===== src/rtl/div_if.sv =====
// Request/response bundle between the execute stage and the multi-cycle divider.
// DIV_BYZERO_FLAG_EN adds the byzero_o response flag.
interface div_if #(
  parameter int DATA_W = 16
);
  logic                  signed_div_i;
  logic [DATA_W-1:0]     opdata1_i;
  logic [DATA_W-1:0]     opdata2_i;
  logic                  start_i;
  logic                  annul_i;
  logic [2*DATA_W-1:0]   result_o;
  logic                  ready_o;
`ifdef DIV_BYZERO_FLAG_EN
  logic                  byzero_o;

  modport master (
    output signed_div_i, opdata1_i, opdata2_i, start_i, annul_i,
    input  result_o, ready_o, byzero_o
  );
  modport slave (
    input  signed_div_i, opdata1_i, opdata2_i, start_i, annul_i,
    output result_o, ready_o, byzero_o
  );
`else
  modport master (
    output signed_div_i, opdata1_i, opdata2_i, start_i, annul_i,
    input  result_o, ready_o
  );
  modport slave (
    input  signed_div_i, opdata1_i, opdata2_i, start_i, annul_i,
    output result_o, ready_o
  );
`endif
endinterface


===== src/rtl/div.sv =====
// Multi-cycle signed/unsigned restoring divider, one quotient bit per cycle.
// Result is {remainder, quotient}. DIV_BYZERO_FLAG_EN enables the byzero_o flag.
module div #(
  parameter int DATA_W = 16
) (
  input  logic  clk,
  input  logic  rst,
  div_if.slave  bus
);
  localparam int CNT_W = $clog2(DATA_W + 1);

  typedef enum logic [1:0] {FREE, BYZERO, ON, END} state_e;

  state_e                state_q;
  logic [CNT_W-1:0]      cnt_q;
  logic [DATA_W-1:0]     dvd_q;
  logic [DATA_W-1:0]     dvs_q;
  logic [DATA_W-1:0]     rem_q;
  logic                  qneg_q;
  logic                  rneg_q;
  logic [2*DATA_W-1:0]   result_q;
  logic                  ready_q;
  logic                  byzero_q;

  logic [DATA_W:0]       upper_d;
  logic [DATA_W:0]       trial_d;
  logic [DATA_W-1:0]     rem_d;
  logic [DATA_W-1:0]     dvd_d;
  logic                  abort_d;

  // Magnitude of a possibly two's-complement operand; the most negative value
  // maps onto itself, which is the correct unsigned magnitude.
  function automatic logic [DATA_W-1:0] mag(input logic signed [DATA_W-1:0] x,
                                           input logic is_signed);
    return (is_signed && x[DATA_W-1]) ? DATA_W'(-x) : DATA_W'(x);
  endfunction

  function automatic logic [DATA_W-1:0] neg_if(input logic [DATA_W-1:0] x,
                                              input logic negate);
    logic signed [DATA_W-1:0] xs;
    xs = x;
    return negate ? DATA_W'(-xs) : x;
  endfunction

  // One restoring step: shift {rem, dvd} left, trial-subtract the divisor from
  // the top DATA_W+1 bits, and shift the quotient bit into dvd's LSB.
  assign upper_d = {rem_q, dvd_q[DATA_W-1]};
  assign trial_d = upper_d - {1'b0, dvs_q};
  assign rem_d   = trial_d[DATA_W] ? upper_d[DATA_W-1:0] : trial_d[DATA_W-1:0];
  assign dvd_d   = {dvd_q[DATA_W-2:0], ~trial_d[DATA_W]};
  assign abort_d = bus.annul_i || !bus.start_i;

  always_ff @(posedge clk or posedge rst) begin
    if (rst) begin
      state_q  <= FREE;
      cnt_q    <= '0;
      dvd_q    <= '0;
      dvs_q    <= '0;
      rem_q    <= '0;
      qneg_q   <= 1'b0;
      rneg_q   <= 1'b0;
      result_q <= '0;
      ready_q  <= 1'b0;
      byzero_q <= 1'b0;
    end else begin
      case (state_q)
        FREE: begin
          ready_q  <= 1'b0;
          result_q <= '0;
          byzero_q <= 1'b0;
          if (bus.start_i && !bus.annul_i) begin
            if (bus.opdata2_i == '0) begin
              state_q <= BYZERO;
            end else begin
              dvd_q   <= mag(bus.opdata1_i, bus.signed_div_i);
              dvs_q   <= mag(bus.opdata2_i, bus.signed_div_i);
              rem_q   <= '0;
              cnt_q   <= '0;
              qneg_q  <= bus.signed_div_i &&
                         (bus.opdata1_i[DATA_W-1] ^ bus.opdata2_i[DATA_W-1]);
              rneg_q  <= bus.signed_div_i && bus.opdata1_i[DATA_W-1];
              state_q <= ON;
            end
          end
        end
        BYZERO: begin
          result_q <= '0;
          if (abort_d) begin
            ready_q <= 1'b0;
            state_q <= FREE;
          end else begin
            ready_q  <= 1'b1;
            byzero_q <= 1'b1;
            state_q  <= END;
          end
        end
        ON: begin
          if (abort_d) begin
            ready_q  <= 1'b0;
            result_q <= '0;
            state_q  <= FREE;
          end else if (cnt_q != CNT_W'(DATA_W)) begin
            rem_q <= rem_d;
            dvd_q <= dvd_d;
            cnt_q <= cnt_q + 1'b1;
          end else begin
            result_q <= {neg_if(rem_q, rneg_q), neg_if(dvd_q, qneg_q)};
            ready_q  <= 1'b1;
            state_q  <= END;
          end
        end
        END: begin
          if (abort_d) begin
            ready_q  <= 1'b0;
            result_q <= '0;
            byzero_q <= 1'b0;
            state_q  <= FREE;
          end
        end
        default: state_q <= FREE;
      endcase
    end
  end

  assign bus.result_o = result_q;
  assign bus.ready_o  = ready_q;
`ifdef DIV_BYZERO_FLAG_EN
  assign bus.byzero_o = byzero_q;
`else
  logic unused_byzero;
  assign unused_byzero = byzero_q;
`endif

endmodule


===== src/flat_wrapper.sv =====
// flat-port wrapper written by rule: the top's interface ports become plain ports
module div_flat 
#(
  parameter int DATA_W = 16
)
  (clk, rst, bus_signed_div_i, bus_opdata1_i, bus_opdata2_i, bus_start_i, bus_annul_i, bus_result_o, bus_ready_o);
  div_if #(.DATA_W(DATA_W)) bus_i ();
  input  logic clk;
  input  logic rst;
  input wire logic [$bits(bus_i.signed_div_i)-1:0] bus_signed_div_i;
  input wire logic [$bits(bus_i.opdata1_i)-1:0] bus_opdata1_i;
  input wire logic [$bits(bus_i.opdata2_i)-1:0] bus_opdata2_i;
  input wire logic [$bits(bus_i.start_i)-1:0] bus_start_i;
  input wire logic [$bits(bus_i.annul_i)-1:0] bus_annul_i;
  output wire logic [$bits(bus_i.result_o)-1:0] bus_result_o;
  output wire logic [$bits(bus_i.ready_o)-1:0] bus_ready_o;
  assign bus_i.signed_div_i = bus_signed_div_i;
  assign bus_i.opdata1_i = bus_opdata1_i;
  assign bus_i.opdata2_i = bus_opdata2_i;
  assign bus_i.start_i = bus_start_i;
  assign bus_i.annul_i = bus_annul_i;
  assign bus_result_o = bus_i.result_o;
  assign bus_ready_o = bus_i.ready_o;
  div #(.DATA_W(DATA_W)) u_core (.clk(clk), .rst(rst), .bus(bus_i));
endmodule

===== config.mk =====
export PLATFORM = sky130hd
export DESIGN_NAME = div_flat
export DESIGN_NICKNAME = d
export VERILOG_FILES = /design/src/rtl/div_if.sv /design/src/rtl/div.sv /design/src/flat_wrapper.sv
export SDC_FILE = /design/constraint.sdc
export NUM_CORES = 1
export LEC_CHECK = 0
export CORE_ASPECT_RATIO = 0.9
export CORE_MARGIN = 5
export CORE_UTILIZATION = 30
export DETAILED_ROUTE_END_ITERATION = 10
export HOLD_SLACK_MARGIN = 0.03
export PLACE_DENSITY = 0.48
export SYNTH_ARGS = -nofsm -noshare
export SYNTH_HDL_FRONTEND = slang
export SYNTH_SLANG_ARGS = --single-unit

===== constraint.sdc =====
create_clock -name clk -period 10.55 [get_ports clk]
set_input_delay 3.165 -clock clk [delete_from_list [all_inputs] [get_ports clk]]
set_output_delay 3.165 -clock clk [all_outputs]
set_load 0.02 [all_outputs]

Word-level counts from Yosys, hierarchy flattened
Index checks and enable logic that the tools add are counted.

Bitwise gates (word level): 3. Reduce and logical (&&, ||, !) cells: 15. $lt $le $gt $ge: 0. Shift operators: 0. Muxes and demuxes: 36. $mul: 0. $add $sub $neg: 6. Equality and inequality tests: 10. Div/mod/pow operators: 0.

Operators with widths (count): 16-bit two-way mux (13); 32-bit two-way mux (3); 32-bit case mux with 3 select lines (1); 16-bit negation (4); 16-bit case mux with 2 select lines (2); 5-bit two-way mux (4); 17-bit by 16-bit subtractor with 17-bit output (1); 16-bit zero test (1); 2-bit two-way mux (6); 5-bit case mux with 2 select lines (1); 2-bit case mux with 4 select lines (1); 2-bit by 1-bit inequality test with 1-bit output (second input constant) (3); 3-bit AND reduction (2); 5-bit by 1-bit adder with 5-bit output (second input constant) (1); 5-bit inequality test (second input constant) (1); 5-bit AND reduction (1); 2-bit equality test (second input constant) (2); 1-bit logical AND (4); 1-bit two-way mux (4); 2-bit inequality test (second input constant) (2); 1-bit case mux with 4 select lines (1); 3-bit by 2-bit inequality test with 1-bit output (second input constant) (1); 2-bit by 1-bit equality test with 1-bit output (second input constant) (1); 1-bit zero test (2); 7 further kinds (8).

Memories: 0. RAM bits: 0. Bits in latches: 0. Bits in registers: 90. ROM bits: 0. Word-level logic and storage cells: 79.

Longest topological paths before layout
Gate-level depths: netlist of the first run.

Depth after elaboration: 5. Gate-level depth with buffers: 11. Gate-level depth less buffers: 10.

Worst setup path after synthesis of the first run
OpenSTA, ideal clock, no wires.

Path type: input to register. Start: input bus_opdata2_i[0]. End: register u_core.rem_q[9]. Data required time: 10.421 ns. Library setup time: 0.129 ns. Stages: 9. Setup slack: 5.751 ns. Data arrival time: 4.670 ns. Buffers on the path: 1. Cell sequence: inv_1 -> ha_1 -> and3b_1 -> nand2_1 -> nor4_4 -> a211oi_2 -> buf_2 -> a32oi_1 -> o31ai_1.

Cells in the longest elaborated chain, start to end: 3.

RTL lines: from (decl) (line flat_wrapper.sv:12) `input wire logic [$bits(bus_i.opdata2_i)-1:0] bus_opdata2_i;`; 16-bit zero test (line div.sv:72) `if (bus.opdata2_i == '0) begin`; 2-bit inequality test (no source line); 5-bit AND reduction (no source line); to (signal assigned) (line div.sv:103) `rem_q <= rem_d;`; to (decl) (line div.sv:18) `logic [DATA_W-1:0] rem_q;`.

No other way between the ends. A chain may end at the register's enable or synchronous reset.

Worst setup path after layout of the first run
Start: input bus_opdata2_i[2]. End: register u_core.dvs_q[6].

Cells in the longest elaborated chain, start to end: 3.

RTL lines: parallel branches: the longest is 3 deep, another holds 16-bit negation; to (signal assigned) (line div.sv:76) `dvs_q <= mag(bus.opdata2_i, bus.signed_div_i);`; to (decl) (line div.sv:17) `logic [DATA_W-1:0] dvs_q;`.

Parallel ways; which one is timed is not known.

==> run summary, run 1 <==
==========================================================================================
Post-synth EDFFs                                                                         0
Clock network power share                                                            18.9%
Async SR Flop Fraction                                                                100%
VDD IR-drop max                                                                  0.0822 mV
Yosys reg bits                                                                          90
Synth Area in Compound Gates                                                         21.8%
Total congestion overflow                                                                0
Total detailed-routing wirelength                                                 15100 um
Count of TritonRoute iterations in the first routing pass                                4
Cell area after synthesis                                                        5820 um^2
Number of endpoints failing setup at the final stage                                     0
Antenna violations before repair                                                         0
Number of distinct standard cells referenced by the synthesized netlist                 54
Start point of the worst min-delay path                                       u_core.bus.result_o[28]
Cell row count                                                                          48
Total power draw                                                                   1.75 mW
Number of clock sinks seen by CTS                                                       90
Post-CTS Setup Bufs                                                                      0
Number of nets produced by synthesis                                                   746
# H-tree levels                                                                          3
Total die area                                                                  22300 um^2
Start of the worst register-to-register path                                  u_core.dvd_q[15]
Unrepaired setup endpoints after global routing                                      false
Fraction of final layout cells sized beyond drive strength 1                         4.47%
Share of synthesized cell area in full adder, half adder and majority cells          5.94%
Slowest cell on crit path                                                     sky130_fd_sc_hd__or3b_1
Maximum achievable frequency                                                       175 MHz
Endpoint of the lowest-slack register-to-register path                        u_core.rem_q[13]
Pins over their slew limit                                                               0
P&R area growth vs syn                                                               20.4%
Slew Limit Headroom                                                                  22.1%
Count of hold buffers inserted by post-cts repair                                        0
Commonest cells after routing, fill and taps aside                            sky130_fd_sc_hd__nand2_1, sky130_fd_sc_hd__dfrtp_1, sky130_fd_sc_hd__o21ai_0
Routed length per placed instance                                                  15.2 um
Final core utilization                                                               36.7%
Vias after detailed routing                                                           4944
Portion of total power attributed to combinational logic                             47.8%
Layout Cell Area excl Fill                                                       7000 um^2
Pin count of the biggest net entering global routing                                    63
Global-route wire length before repair                                            25300 um
Maximum net fanout on the critical path                                                 36
Summed negative setup slack over all endpoints                                        0 ps
Endpoint required time on the critical path                                       10820 ps
Part of the Yosys area used for sequential elements                                  38.7%
Detailed router's first-iteration violation count                                      248
Final-stage net count                                                                  798
Gpl congestion                                                                       0.871
Clock tree buffer depth                                                                  2
Worst Reg2Reg Path Length in Cells                                                      11
Count of final hold-check violations                                                     0
Count of input and output buffers                                                       69
TritonCTS clock tree                                                                  done
Mux contribution to synthesized area                                                 1.23%
Main combinational cell family by area after synthesis                        compound AO/OA/AOI/OAI gates
Average instance area after synthesis                                            8.53 um^2
Worst path arrival time                                                            5980 ps
Number of max-cap violations                                                             0
Hold Path Class                                                               flop to flop
Power Dens Cells                                                               250 nW/um^2
Clock-pin slew on the worst setup and hold paths                                     70 ps
Global routing usage summed across all routing layers                                14.0%
Portion of total power attributed to sequential cells                                33.3%
Commonest non-fill, non-tap cell in the layout                                sky130_fd_sc_hd__nand2_1
Startpoint Class                                                                 input pin
Slew at the pin with the worst max-slew slack                                      1170 ps
Antenna Violating Nets Remaining                                                         0
Internal power summed over all cells                                              0.970 mW
Area share of xor/xnor cells in the synthesized design                               9.94%
Critical Path End Type                                                                flop
Reg-to-reg slack, setup                                                            7660 ps
Depth of the worst hold-timing path                                                      2
Detail-routed via count per cell                                                      5.00
Cells along the critical path                                                 clkdlybuf4s50_1 > nor3_1 > and3b_1 > nand2_1 > nor4_4 > or3b_1 > nor2_1 > a21oi_1
Antenna Diode Count                                                                      0
Delay contributed by the slowest stage of the critical path                         890 ps
Final worst setup slack                                                            4840 ps
Leakage component of the power                                                     2.91 nW
Skew final                                                                         8.61 ps
Warnings from Yosys                                                                      0
Net Sw Power                                                                      0.784 mW
Kind of critical path                                                         input pin to flop
Core area                                                                       19100 um^2
Post-detailed-placement half-perimeter wirelength                                 11500 um
Result of the run                                                             finished, final reports clean
Layout fillers                                                                        1959
Dpl cell area                                                                    6700 um^2
Min-Delay Endpoint                                                            u_core.bus.result_o[28]
CTS Root Buffer Type                                                          sky130_fd_sc_hd__clkbuf_16
Final critical-path share of the clock period                                        54.1%
Main synth FF type                                                            sky130_fd_sc_hd__dfrtp_1
Min Clock Period, post-route                                                       5710 ps
Post-synth top area share                                                            38.7%
Post-Place Setup Slack                                                             4470 ps
Starting Density                                                                     30.5%
Number of placed I/O pins                                                               70
TritonCTS Buffers                                                                        9
Switching share of total power                                                       44.7%
Post-cts sizing count                                                                    0
Die X                                                                               157 um
Library cell occupying the most area in the post-synthesis netlist            sky130_fd_sc_hd__dfrtp_1
Post-Synthesis Cells                                                                   682
Count of unresolved DRC violations after routing                                         0
Leading cell types by total area after synthesis                              sky130_fd_sc_hd__dfrtp_1, sky130_fd_sc_hd__o21ai_0, sky130_fd_sc_hd__nand2_1
Post-synthesis simple-gate area fraction                                             17.3%
Number of global-route vias before repair                                             4871
Chip height                                                                         142 um
Clock latency on the worst-skew pair                                                350 ps
==========================================================================================
-- logic make-up after synthesis --
group                    after synthesis
XOR/XNOR                              66
buffers and inverters                 68
AO/OA/AOI/OAI                        209
multiplexers                           7
AND/OR/NAND/NOR                      215
flip-flops                            90
adder cells (fa/ha/maj)               27
-- registers in the layout (all words and copies together) (netlist names) --
register,cells
u_core.cnt_q,5
u_core.rem_q,16
u_core.qneg_q,1
u_core.bus.result_o,32
u_core.bus.ready_o,1
u_core.dvd_q,16
u_core.rneg_q,1
u_core.dvs_q,16
u_core.state_q,2
-- through the flow --
step           std cells  hold slack (ps)
2_1_floorplan        682              438
3_3_place_gp         973              461
3_5_place_dp         973              464
4_1_cts              989              483
5_1_grt              989              494
6_report             989              479
-- power groups by stage --
stage | registers (mW) | logic, mW | clock network, mW
floorplan | 0.534 | 0.672 | 0
global placement | 0.587 | 0.823 | 0
detailed placement | 0.591 | 0.843 | 0
CTS | 0.585 | 0.845 | 0.340
global route | 0.603 | 0.965 | 0.353
finish | 0.584 | 0.839 | 0.331
-- how the worst max path moves through the flow --
stage | start | endpoint
after floorplan | rst | u_core.bus.ready_o
after global placement | bus_opdata2_i[6] | u_core.dvs_q[11]
after detailed placement | bus_opdata2_i[6] | u_core.dvs_q[13]
after CTS | bus_opdata2_i[6] | u_core.dvs_q[13]
after global routing | bus_opdata2_i[2] | u_core.dvs_q[4]
final | bus_opdata2_i[2] | u_core.dvs_q[6]
-- final cells by class --
cell class,instances,area [um^2],share of cell area [%]
timing repair buffer,74,728,10.4
clock inverter,7,76.3,1.09
inverter,35,133,1.89
clock buffer,9,225,3.22
sequential,90,2250,32.2
tap,250,313,4.47
multi-input combinational,524,3280,46.8
-- metal layers --
| metal | global-route usage (%) | up-vias | wire [um] |
|---|---|---|---|
| met4 | 3.61 | 0 | 179 |
| met2 | 20.0 | 103 | 6130 |
| met5 | 0 | - | 0 |
| li1 | - | 2505 | - |
| met1 | 21.5 | 2324 | 8070 |
| met3 | 2.71 | 12 | 688 |
-- cell usage after synthesis, types with 3 or more instances --
cell and n:
sky130_fd_sc_hd__o311ai_0 9, sky130_fd_sc_hd__xnor2_1 24, sky130_fd_sc_hd__o41ai_1 4, sky130_fd_sc_hd__buf_4 7, sky130_fd_sc_hd__mux2i_1 6, sky130_fd_sc_hd__nor2b_1 7
sky130_fd_sc_hd__a21o_1 3, sky130_fd_sc_hd__or4_1 3, sky130_fd_sc_hd__nor3_1 9, sky130_fd_sc_hd__o211ai_1 3, sky130_fd_sc_hd__buf_2 8, sky130_fd_sc_hd__o31ai_1 23
sky130_fd_sc_hd__ha_1 26, sky130_fd_sc_hd__nand3_1 16, sky130_fd_sc_hd__dfrtp_1 90, sky130_fd_sc_hd__o21ai_0 89, sky130_fd_sc_hd__a21oi_1 50, sky130_fd_sc_hd__and2_1 5
sky130_fd_sc_hd__nand2b_1 9, sky130_fd_sc_hd__xor2_1 42, sky130_fd_sc_hd__inv_1 35, sky130_fd_sc_hd__or3_1 6, sky130_fd_sc_hd__clkbuf_1 16, sky130_fd_sc_hd__nand2_1 101
sky130_fd_sc_hd__a31oi_1 6, sky130_fd_sc_hd__nor4_1 3, sky130_fd_sc_hd__nor2_1 41, sky130_fd_sc_hd__a32oi_1 7
-- critical path, delay by kind of cell --
family          cells  cell delay [ps]
simple gates        6             2170
buf+inv             1              490
compound gates      1              150
Note: power is estimated with default switching activity, not from simulation.
==> inputs of run 2 (changes only) <==
PLACE_DENSITY = 0.5   (was 0.48)
clock period = 5.1 ns   (was 10.55 ns; I/O delays follow)
==> run 2 against run 1 <==
Sequential cell count is the same. Clock skew is essentially flat. Utilization grew 0.19 points. Largest cell class unchanged. Combinational power grew 110%. Setup slack lost 3500 ps. Critical endpoint is now u_core.cnt_q[3]. Clock power grew 110%. Die area is the same. Via count grew 2.6%. Final area grew 0.52%.
==> run summary, run 2 (synthesis results as in run 1) <==
===========================================================================
Maximum achievable frequency                                        268 MHz
Hold WS                                                              478 ps   -0.813 ps
Commonest cells after routing, fill and taps aside             sky130_fd_sc_hd__nand2_1, sky130_fd_sc_hd__dfrtp_1, sky130_fd_sc_hd__o21ai_0
Pins over their slew limit                                                0   unchanged
Core area                                                        19100 um^2   unchanged
Largest delay share family, worst path                         simple AND/OR/NAND/NOR gates
Die X                                                                157 um   unchanged
Start of the worst register-to-register path                   u_core.dvd_q[15]
VDD IR-drop max                                                    0.197 mV   +140%
Total detailed-routing wirelength                                  15300 um   +1.3%
Count of TritonRoute iterations in the first routing pass                 5   +1
Sequential cell area                                              2250 um^2   unchanged
Result of the run                                              finished, final reports clean
Global routing usage summed across all routing layers                 14.0%   +0.020 points
Delay contributed by the slowest stage of the critical path          510 ps   -380 ps
Number of placed I/O pins                                                70   unchanged
Min Clock Period, post-route                                        3740 ps
Unrepaired setup endpoints after global routing                       false
Slowest cell on crit path                                      sky130_fd_sc_hd__clkdlybuf4s50_1
Total congestion overflow                                                 0   unchanged
Hold Path Class                                                flop to flop
Worst path arrival time                                             3980 ps   -2000 ps
Fraction of final layout cells sized beyond drive strength 1          4.98%   +0.51 points
Antenna Diode Count                                                       0   unchanged
Gpl congestion                                                        0.876   +0.63%
# H-tree levels                                                           3   unchanged
Pin count of the biggest net entering global routing                     55   -13%
Slew Limit Headroom                                                   35.8%   +14 points
Count of input and output buffers                                        69   unchanged
Number of global-route vias before repair                              4767   -2.1%
Reg-to-reg slack, setup                                             2190 ps   -5470 ps
Routed length per placed instance                                   15.4 um   +0.92%
Post-cts sizing count                                                     0   unchanged
Chip height                                                          142 um   unchanged
Global-route wire length before repair                             25200 um   -0.46%
Number of max-cap violations                                              0   unchanged
Area of the multi-input gates                                     3280 um^2   unchanged
WL met3                                                              910 um   +32%
TritonCTS clock tree                                                   done
Number of clock sinks seen by CTS                                        90   unchanged
Layout fillers                                                         1936   -1.2%
TritonCTS Buffers                                                         9   unchanged
Clock tree buffer depth                                                   2   unchanged
Wire length on met2                                                 6460 um   +5.4%
Clock latency on the worst-skew pair                                 350 ps   about the same
Largest register FFs                                                     32   unchanged
Cells along the critical path                                  clkdlybuf4s50_1 > nor4_2 > nand2_1 > nor4_4 > a211o_1 > buf_4 > o21ai_0 > a22o_1
Total die area                                                   22300 um^2   unchanged
Highest metal layer used by the detailed router                        met4
Count of final hold-check violations                                      0   unchanged
Cell row count                                                           48   unchanged
Maximum net fanout on the critical path                                  19   -47%
Worst path bufs/invs                                                      2   +1
Detail-routed via count per cell                                       5.11   +2.2%
Commonest non-fill, non-tap cell in the layout                 sky130_fd_sc_hd__nand2_1
Critical Path End Type                                                 flop
Antenna violations before repair                                          0   unchanged
Total power draw                                                    3.66 mW   +110%
Count of hold buffers inserted by post-cts repair                         0   unchanged
Count of unresolved DRC violations after routing                          0   unchanged
Final critical-path share of the clock period                         73.3%
CTS Root Buffer Type                                           sky130_fd_sc_hd__clkbuf_16
Antenna Violating Nets Remaining                                          0   unchanged
Final core utilization                                                36.9%   +0.19 points
Post-CTS Setup Bufs                                                       0   unchanged
Endpoint required time on the critical path                         5340 ps   -5480 ps
Final-stage net count                                                   802   +0.50%
Vias after detailed routing                                            5073   +2.6%
Metal-1 WL                                                          7720 um   -4.3%
Worst Reg2Reg Path Length in Cells                                       11   unchanged
Post-detailed-placement half-perimeter wirelength                  11900 um   +3.4%
Slew at the pin with the worst max-slew slack                        962 ps   -204 ps
Count of cell instances traversed by the critical path                    8   unchanged
Starting Density                                                      30.5%   unchanged
Kind of critical path                                          input pin to flop
Power Dens Cells                                                521 nW/um^2   +110%
Number of endpoints failing setup at the final stage                      0   unchanged
Clock-pin slew on the worst setup and hold paths                      70 ps   about the same
Skew final                                                          8.88 ps   +0.279 ps
Endpoint of the lowest-slack register-to-register path         u_core.rem_q[13]
Detailed router's first-iteration violation count                       391   +58%
Summed negative setup slack over all endpoints                         0 ps   unchanged
Beginning of the critical path                                 bus_opdata2_i[6]
Startpoint Class                                                  input pin
Leakage component of the power                                      2.93 nW   +0.73%
P&R area growth vs syn                                                21.0%
CP endpoint                                                    u_core.cnt_q[3]
===========================================================================
[run 2: changes by cell type in the layout (fill, tap and decap cells not counted), sizes merged]
cell,delta
clkinv,-2
inv,+2
buf,+4
[run 2: power by group]
| part | total, mW | internal (mW) | switching (mW) | leakage, nW |
|---|---|---|---|---|
| Combinational | 1.76 | 0.717 | 1.04 | 1.61 |
| Clock | 0.687 | 0.388 | 0.299 | 0.145 |
| Sequential | 1.22 | 0.913 | 0.307 | 1.18 |
[run 2: final cells by class]
cell class,instances,share of cell area (%)
clock buffers,9,3.20
inverters,35,1.88
well taps,250,4.44
clock inverters,7,1.17
repair buffers,78,10.8
multi-input cells,524,46.5
flip-flops and latches,90,32.0
[run 2: through the flow]
step | setup slack, ps | instances | area (um^2)
5_1_grt | 1100 | 993 | 7040
3_5_place_dp | 1010 | 977 | 6730
6_report | 1360 | 993 | 7040
4_1_cts | 1370 | 993 | 7040
3_3_place_gp | 1110 | 977 | 6730
2_1_floorplan | 1230 | 682 | 5820
[run 2: worst register-to-register path, stage by stage, from the launching register on]
cell                       delay [ps]
sky130_fd_sc_hd__dfrtp_1          400
sky130_fd_sc_hd__inv_1            130
sky130_fd_sc_hd__ha_1             200
sky130_fd_sc_hd__fa_1             210
sky130_fd_sc_hd__nand2b_1         140
sky130_fd_sc_hd__a21oi_1          110
sky130_fd_sc_hd__o31ai_1          640
sky130_fd_sc_hd__o21a_1           190
sky130_fd_sc_hd__o211ai_1          90
sky130_fd_sc_hd__buf_4            250
sky130_fd_sc_hd__a2111o_1         340
sky130_fd_sc_hd__o21ai_0          140
[run 2: layer usage]
layer / GRT usage (%) / vias to the layer above
met3: 2.77 / 11
li1: - / 2512
met1: 21.3 / 2424
met2: 20.4 / 126
met5: 0 / -
met4: 3.42 / 0
[run 2: worst min-delay path by stage]
| stage | endpoint | from | cells after the start |
|---|---|---|---|
| after floorplan | u_core.cnt_q[4] | u_core.cnt_q[4] | 1 |
| after global placement | u_core.bus.result_o[15] | u_core.bus.result_o[15] | 2 |
| after detailed placement | u_core.bus.result_o[4] | u_core.bus.result_o[4] | 2 |
| after CTS | u_core.bus.result_o[4] | u_core.bus.result_o[4] | 2 |
| after global routing | u_core.bus.result_o[11] | u_core.bus.result_o[11] | 2 |
| final | u_core.bus.ready_o | u_core.bus.ready_o | 2 |
==> inputs of run 3 (changes only) <==
PLACE_DENSITY = 0.48   (was 0.5)
clock period = 3.8 ns   (was 5.1 ns; I/O delays follow)
==> run 3 against run 2 <==
Clock skew decreased by 1.1 ps. Die area stayed put. Global-route usage is 0.20 points lower. Total power up 37%. Routed wire length fell by 0.60%. Final area increased by 1.3%. Via count shrank 2.5%. First-iteration DRC count down 9.0%. Worst hold slack improved by 0.69 ps. Critical path type unchanged. Largest power group unchanged. Highest routed layer unchanged.
==> run summary, run 3 (synthesis results as in run 1) <==
===========================================================================
WL met3                                                              604 um   -34%
Start point of the worst min-delay path                        u_core.bus.result_o[22]
Result of the run                                              finished, final reports clean
Largest register FFs                                                     32   unchanged
Endpoint of the lowest-slack register-to-register path         u_core.rem_q[13]
Number of endpoints failing setup at the final stage                      0   unchanged
Antenna violations before repair                                          0   unchanged
Startpoint Class                                                  input pin
Hold WS                                                              479 ps   +0.688 ps
Count of input and output buffers                                        69   unchanged
Pin count of the biggest net entering global routing                     49   -11%
Critical Path End Type                                                 flop
Gpl congestion                                                        0.836   -4.6%
# H-tree levels                                                           3   unchanged
Skew final                                                          7.79 ps   -1.10 ps
P&R area growth vs syn                                                22.6%
Maximum achievable frequency                                        290 MHz
Count of unresolved DRC violations after routing                          0   unchanged
Routed length per placed instance                                   15.3 um   -0.60%
Commonest cells after routing, fill and taps aside             sky130_fd_sc_hd__nand2_1, sky130_fd_sc_hd__dfrtp_1, sky130_fd_sc_hd__o21ai_0
Start of the worst register-to-register path                   u_core.dvd_q[15]
Total detailed-routing wirelength                                  15200 um   -0.60%
Hold Path Class                                                flop to flop
Number of placed I/O pins                                                70   unchanged
Detailed router's first-iteration violation count                       356   -9.0%
Depth of the worst hold-timing path                                       2   unchanged
Number of global-route vias before repair                              4724   -0.90%
Slew at the pin with the worst max-slew slack                       1130 ps   +168 ps
Clock-pin slew on the worst setup and hold paths                      70 ps   about the same
TritonCTS clock tree                                                   done
Reg-to-reg slack, setup                                              890 ps   -1300 ps
Commonest non-fill, non-tap cell in the layout                 sky130_fd_sc_hd__nand2_1
Highest metal layer used by the detailed router                        met4
Antenna Violating Nets Remaining                                          0   unchanged
CTS Root Buffer Type                                           sky130_fd_sc_hd__clkbuf_16
Post-detailed-placement half-perimeter wirelength                  11700 um   -1.5%
Core area                                                        19100 um^2   unchanged
Number of clock sinks seen by CTS                                        90   unchanged
Summed negative setup slack over all endpoints                         0 ps   unchanged
Final critical-path share of the clock period                         90.7%
Global-route wire length before repair                             24700 um   -2.2%
Metal-1 WL                                                          8240 um   +6.7%
Maximum net fanout on the critical path                                  16   -3
Cell row count                                                           48   unchanged
Fraction of final layout cells sized beyond drive strength 1          4.98%   unchanged
Detail-routed via count per cell                                       4.98   -2.5%
Final-stage net count                                                   802   unchanged
Total congestion overflow                                                 0   unchanged
Worst path arrival time                                             3700 ps   -280 ps
Post-CTS Setup Bufs                                                       0   unchanged
Total die area                                                   22300 um^2   unchanged
Endpoint required time on the critical path                         4060 ps   -1280 ps
Chip height                                                          142 um   unchanged
Clock tree buffer depth                                                   2   unchanged
Antenna Diode Count                                                       0   unchanged
Pins over their slew limit                                                0   unchanged
Kind of critical path                                          input pin to flop
Count of final hold-check violations                                      0   unchanged
Vias after detailed routing                                            4947   -2.5%
Starting Density                                                      30.5%   unchanged
Worst Reg2Reg Path Length in Cells                                       11   unchanged
Power Dens Cells                                                706 nW/um^2   +36%
Clock latency on the worst-skew pair                                 350 ps   about the same
Min Clock Period, post-route                                        3450 ps
Wire length on met2                                                 6150 um   -4.8%
Die X                                                                157 um   unchanged
Slew Limit Headroom                                                   24.5%   -11 points
VDD IR-drop max                                                    0.271 mV   +38%
Leakage component of the power                                      2.98 nW   +1.6%
Count of TritonRoute iterations in the first routing pass                 5   unchanged
Unrepaired setup endpoints after global routing                       false
Global routing usage summed across all routing layers                 13.8%   -0.20 points
Count of hold buffers inserted by post-cts repair                         0   unchanged
TritonCTS Buffers                                                         9   unchanged
Number of max-cap violations                                              0   unchanged
Min-Delay Endpoint                                             u_core.bus.result_o[22]
Post-cts sizing count                                                     0   unchanged
===========================================================================
## run 3: changes by cell type in the layout (fill, tap and decap cells not counted)
cell,change
sky130_fd_sc_hd__clkinv_4,+2
sky130_fd_sc_hd__inv_6,-1
sky130_fd_sc_hd__buf_12,+5
sky130_fd_sc_hd__buf_4,-5
sky130_fd_sc_hd__bufinv_16,+1
sky130_fd_sc_hd__clkbuf_8,+1
sky130_fd_sc_hd__clkinvlp_4,-2
sky130_fd_sc_hd__inv_8,-1
## run 3: worst max-delay path: stages
cell	delay, ps
sky130_fd_sc_hd__clkdlybuf4s50_1	500
sky130_fd_sc_hd__inv_1	70
sky130_fd_sc_hd__ha_1	200
sky130_fd_sc_hd__and3b_1	210
sky130_fd_sc_hd__nand2_1	170
sky130_fd_sc_hd__nor4_4	100
sky130_fd_sc_hd__a211oi_2	960
sky130_fd_sc_hd__a32oi_1	220
sky130_fd_sc_hd__o31ai_1	120
## run 3: area by class of cell
class | instances | area [um^2]
Fill cell | 1961 | 12000
Tap cell | 250 | 313
Sequential cell | 90 | 2250
Inverter | 35 | 133
Multi-Input combinational cell | 524 | 3280
Clock buffer | 10 | 239
Clock inverter | 6 | 95.1
Timing Repair Buffer | 78 | 821
## run 3: routing by layer
metal | vias to the layer above | global-route usage [%]
met5 | - | 0
met4 | 0 | 3.70
met3 | 11 | 3.16
met2 | 84 | 19.4
met1 | 2340 | 21.2
li1 | 2512 | -
## run 3: worst max-delay path by stage
stage                      from            endpoint  slack (ps)  depth (start not counted)
6_report       bus_opdata2_i[1]    u_core.rem_q[11]         350                          9
5_1_grt        bus_opdata2_i[1]    u_core.rem_q[11]         210                          9
4_1_cts        bus_opdata2_i[1]    u_core.rem_q[11]         430                          9
3_5_place_dp   bus_opdata2_i[1]    u_core.rem_q[11]          50                          9
3_3_place_gp   bus_opdata2_i[7]    u_core.rem_q[12]         130                          8
2_1_floorplan               rst  u_core.bus.ready_o         320                          1
## run 3: per-stage QoR
stage          total power, mW  instances  util, %  cell area, um^2  worst slack [ps]
3_3_place_gp              3.98        977     35.6             6790               133
2_1_floorplan             3.35        682        -             5820               325
4_1_cts                   5.07        993     37.3             7130               426
3_5_place_dp              4.04        977     35.6             6790              49.2
5_1_grt                   5.49        993     37.3             7130               214
6_report                  5.03        993     37.3             7130               355
## run 3: report_power, final
| part | internal (mW) | total [mW] | switching [mW] |
|---|---|---|---|
| clock | 0.602 | 1.01 | 0.406 |
| sequential | 1.23 | 1.63 | 0.403 |
| combinational | 0.990 | 2.40 | 1.41 |
| total | 2.82 | 5.03 | 2.22 |
==> variant 1 (config.mk and constraints of run 1) <==
`DATA_W` is set to 16 in 3 places; all go to 32.
--- a/src/rtl/div_if.sv
+++ b/src/rtl/div_if.sv
@@ -2,5 +2,5 @@
 // DIV_BYZERO_FLAG_EN adds the byzero_o response flag.
 interface div_if #(
-  parameter int DATA_W = 16
+  parameter int DATA_W = 32
 );
   logic                  signed_div_i;
--- a/src/rtl/div.sv
+++ b/src/rtl/div.sv
@@ -2,5 +2,5 @@
 // Result is {remainder, quotient}. DIV_BYZERO_FLAG_EN enables the byzero_o flag.
 module div #(
-  parameter int DATA_W = 16
+  parameter int DATA_W = 32
 ) (
   input  logic  clk,
--- a/src/flat_wrapper.sv
+++ b/src/flat_wrapper.sv
@@ -2,5 +2,5 @@
 module div_flat 
 #(
-  parameter int DATA_W = 16
+  parameter int DATA_W = 32
 )
   (clk, rst, bus_signed_div_i, bus_opdata1_i, bus_opdata2_i, bus_start_i, bus_annul_i, bus_result_o, bus_ready_o);
Interface: changed (resized bus_opdata1_i, bus_opdata2_i and bus_result_o); port bits go from 70 to 134. No check against the original RTL was run, so the function may have changed too.
==> variant 1 against run 1 <==
Sequential power increased by 95%; total power rose by 120%; synthesized cell count up 99%; sequential share of layout area fell by 0.50 points; design area rose by 93%; routed wire length increased by 120%; sequential cell count rose by 81; area after synthesis grew 92%; worst setup slack worse by 570 ps; critical path type unchanged.
==> variant 1: results (changes against run 1) <==
stage,metric,value,unit,change
setup_path,Critical Path Max Stage Delay,770,ps,-120 ps
grt,met2 Usage GRT,23.1,%,+3.0 points
placement,Port Buffers,133,,+93%
grt,first-pass GRT wire length,53600,µm,+110%
grt,met1 usage,25.9,%,+4.4 points
setup_path,worst setup path start,bus_opdata2_i[7],,
clock_tree,H-tree levels,4,,+1
yosys,top post-synthesis cells by count,"nand2_1, dfrtp_1, o21ai_1",,
cells_and_area,"Buffers, non-clock",146,,+97%
placement,routability cong.,0.858,,-1.5%
setup_path,crit path DAT,6590,ps,+610 ps
yosys,syn_nets,1471,,+97%
setup_path,launching point of the worst reg2reg path,u_core.dvd_q[31],,
pwr,VDD IR-drop max,112,µV,+36%
cells_and_area,Seq. cell area,4280,µm²,+90%
run_status,run status,completed,,
yosys,post-synthesis mux area share,0.987,%,-0.24 points
setup_path,"Max FO, Critical Path",105,,+190%
cells_and_area,nonclk inv count,60,,+71%
sta,worst hold slack,479,ps,+0.0720 ps
pwr,Power Clock,623,µW,+88%
grt,routing usage on met3,2.51,%,-0.20 points
routing,first-iteration detailed-routing DRC count,582,,+130%
sta,skew final,14.6,ps,+6.02 ps
cells_and_area,non-clock buffer share of cell area,10.6,%,+0.17 points
routing,1st-pass router iterations,7,,+3
setup_path,Worst R2R End,u_core.rem_q[14],,
cells_and_area,Fillers,3820,,+95%
clock_tree,CTS Buf Count,17,,+8
yosys,adder-cell share of the synthesized area,4.89,%,-1.0 points
==> variant 1: cell types whose count changed after synthesis, sizes merged, moves of 15 or more <==
cell / delta
nand2: +108
o21ai: +87
dfrtp: +81
a21oi: +65
nor2: +59
xor2: +52
clkbuf: +37
xnor2: +28
inv: +25
ha: +16
nand3: +15
==> variant 1: worst min-delay path by stage <==
stage | start | end | cells after the start
after floorplan | u_core.dvs_q[21] | u_core.dvs_q[21] | 2
after global placement | u_core.bus.result_o[35] | u_core.bus.result_o[35] | 2
after detailed placement | u_core.bus.result_o[54] | u_core.bus.result_o[54] | 2
after CTS | u_core.bus.result_o[54] | u_core.bus.result_o[54] | 2
after global routing | u_core.bus.result_o[21] | u_core.bus.result_o[21] | 2
final | u_core.bus.result_o[54] | u_core.bus.result_o[54] | 2
==> variant 1: worst reg2reg max path, delay by kind of cell (launching register included) <==
kind	cells	cell delay (ps)
fa+ha+maj	2	590
mux	1	270
simple gates	1	200
compound gates	6	1500
flops	1	400
buf+inv	2	430
xor+xnor	1	190
==> variant 2 (flow settings as in run 1) <==
Without the edit above. Make the reset (`rst`) synchronous in one clocked block.
--- a/src/rtl/div.sv
+++ b/src/rtl/div.sv
@@ -51,5 +51,5 @@
   assign abort_d = bus.annul_i || !bus.start_i;
 
-  always_ff @(posedge clk or posedge rst) begin
+  always_ff @(posedge clk) begin
     if (rst) begin
       state_q  <= FREE;
Formal check against the unedited RTL: differs if rst is asserted again (counterexample within 4 cycles, from zero or initial values and one cycle with rst high); with rst held inactive, the same outputs for 10 cycles.
==> variant 2 against run 1 <==
Final cell count up 3.0%; register-to-register slack lost 530 ps; design area decreased by 2.4%; routed wire length rose by 4.3%; critical path depth is the same; total power down 33%; first-iteration DRC count up 6.9%; area after synthesis fell by 2.0%; non-clock buffer count did not move; hold slack lost 19 ps; worst setup slack worse by 9.1 ps; sequential cell count unchanged; largest power group unchanged.
==> variant 2: results (changes against run 1) <==
stage,metric,value,unit,change
worst_hold_path,min-delay src,u_core.bus.result_o[15],,
setup_path,critical path capture point,u_core.rneg_q,,
yosys,Yosys cell types,64,,+19%
sta,worst hold slack,460,ps,-19.0 ps
setup_path,r2r setup slk,7130,ps,-530 ps
yosys,largest cells by area after synthesis,"dfxtp_1, xnor2_1, nand2_1",,
pwr,Logic pwr share,38.9,%,-8.9 points
routing,wire per inst,15.4,µm,+1.2%
setup_path,Critical Path Max Stage Delay,550,ps,-340 ps
yosys,"FFs w/ async S/R, synth",0,%,-100 points
yosys,Syn Inst Count,724,,+6.2%
placement,post-placement cell area,6550,µm²,-2.3%
setup_path,CP max stage cell,and3_1,,
routing,DRT met1 WL,7630,µm,-5.4%
placement,pre-CTS WS,4460,ps,-18.7 ps
setup_path,launching point of the worst reg2reg path,u_core.state_q[0],,
worst_hold_path,Hold EP,u_core.bus.result_o[15],,
grt,first-pass GRT wire length,26400,µm,+4.1%
yosys,post-synthesis mux area share,3.71,%,+2.5 points
placement,Final HPWL DP,12300,µm,+6.7%
pwr,leakage power,0.00253,µW,-13%
cells_and_area,nets@finish,834,,+4.5%
grt,met2 Usage GRT,24.2,%,+4.2 points
pwr,Pwr Total,1180,µW,-33%
pwr,VDD IR-drop max,99.2,µV,+21%
setup_path,crit path DAT,6000,ps,+20 ps
cells_and_area,share of post-route cells with drive strength above 1,4.65,%,+0.19 points
pwr,Power Internal,740,µW,-24%
setup_path,"Max FO, Critical Path",34,,-5.6%
setup_path,Worst R2R End,u_core.rem_q[7],,
grt,largest net degree at the start of global routing,62,,-1.6%
run_status,run status,completed,,
pwr,clock network power share,27.1,%,+8.2 points
placement,placed insts,1004,,+3.2%
yosys,Synth Area in Compound Gates,22.2,%,+0.41 points
-- variant 2: changes by cell type after synthesis, sizes merged, moves of 8 or more --
cell | run 1 | this run
a211oi | 3 | 16
o31ai | 24 | 10
nor2 | 41 | 73
a22oi | 1 | 21
mux2i | 6 | 20
o311ai | 9 | 1
clkbuf | 16 | 24
xor2 | 42 | 27
dfxtp | 0 | 90
dfrtp | 90 | 0
xnor2 | 24 | 46
o21ai | 90 | 52
-- variant 2: logic make-up after synthesis --
family / count (synthesis)
AOI/OAI and AO/OA: 197
adders and majority gates: 27
DFF: 90
xor gates and xnor gates: 73
buffers and inverters: 75
and+or+nand+nor: 241
muxes: 21
-- variant 2: final cells by class --
| type | instances | area (µm²) |
|---|---|---|
| Inverter | 36 | 135 |
| Timing Repair Buffer | 74 | 723 |
| Tap cell | 245 | 307 |
| Fill cell | 1970 | 11700 |
| Clock inverter | 3 | 40.0 |
| Multi-Input combinational cell | 559 | 3580 |
| Clock buffer | 12 | 246 |
| Sequential cell | 90 | 1800 |
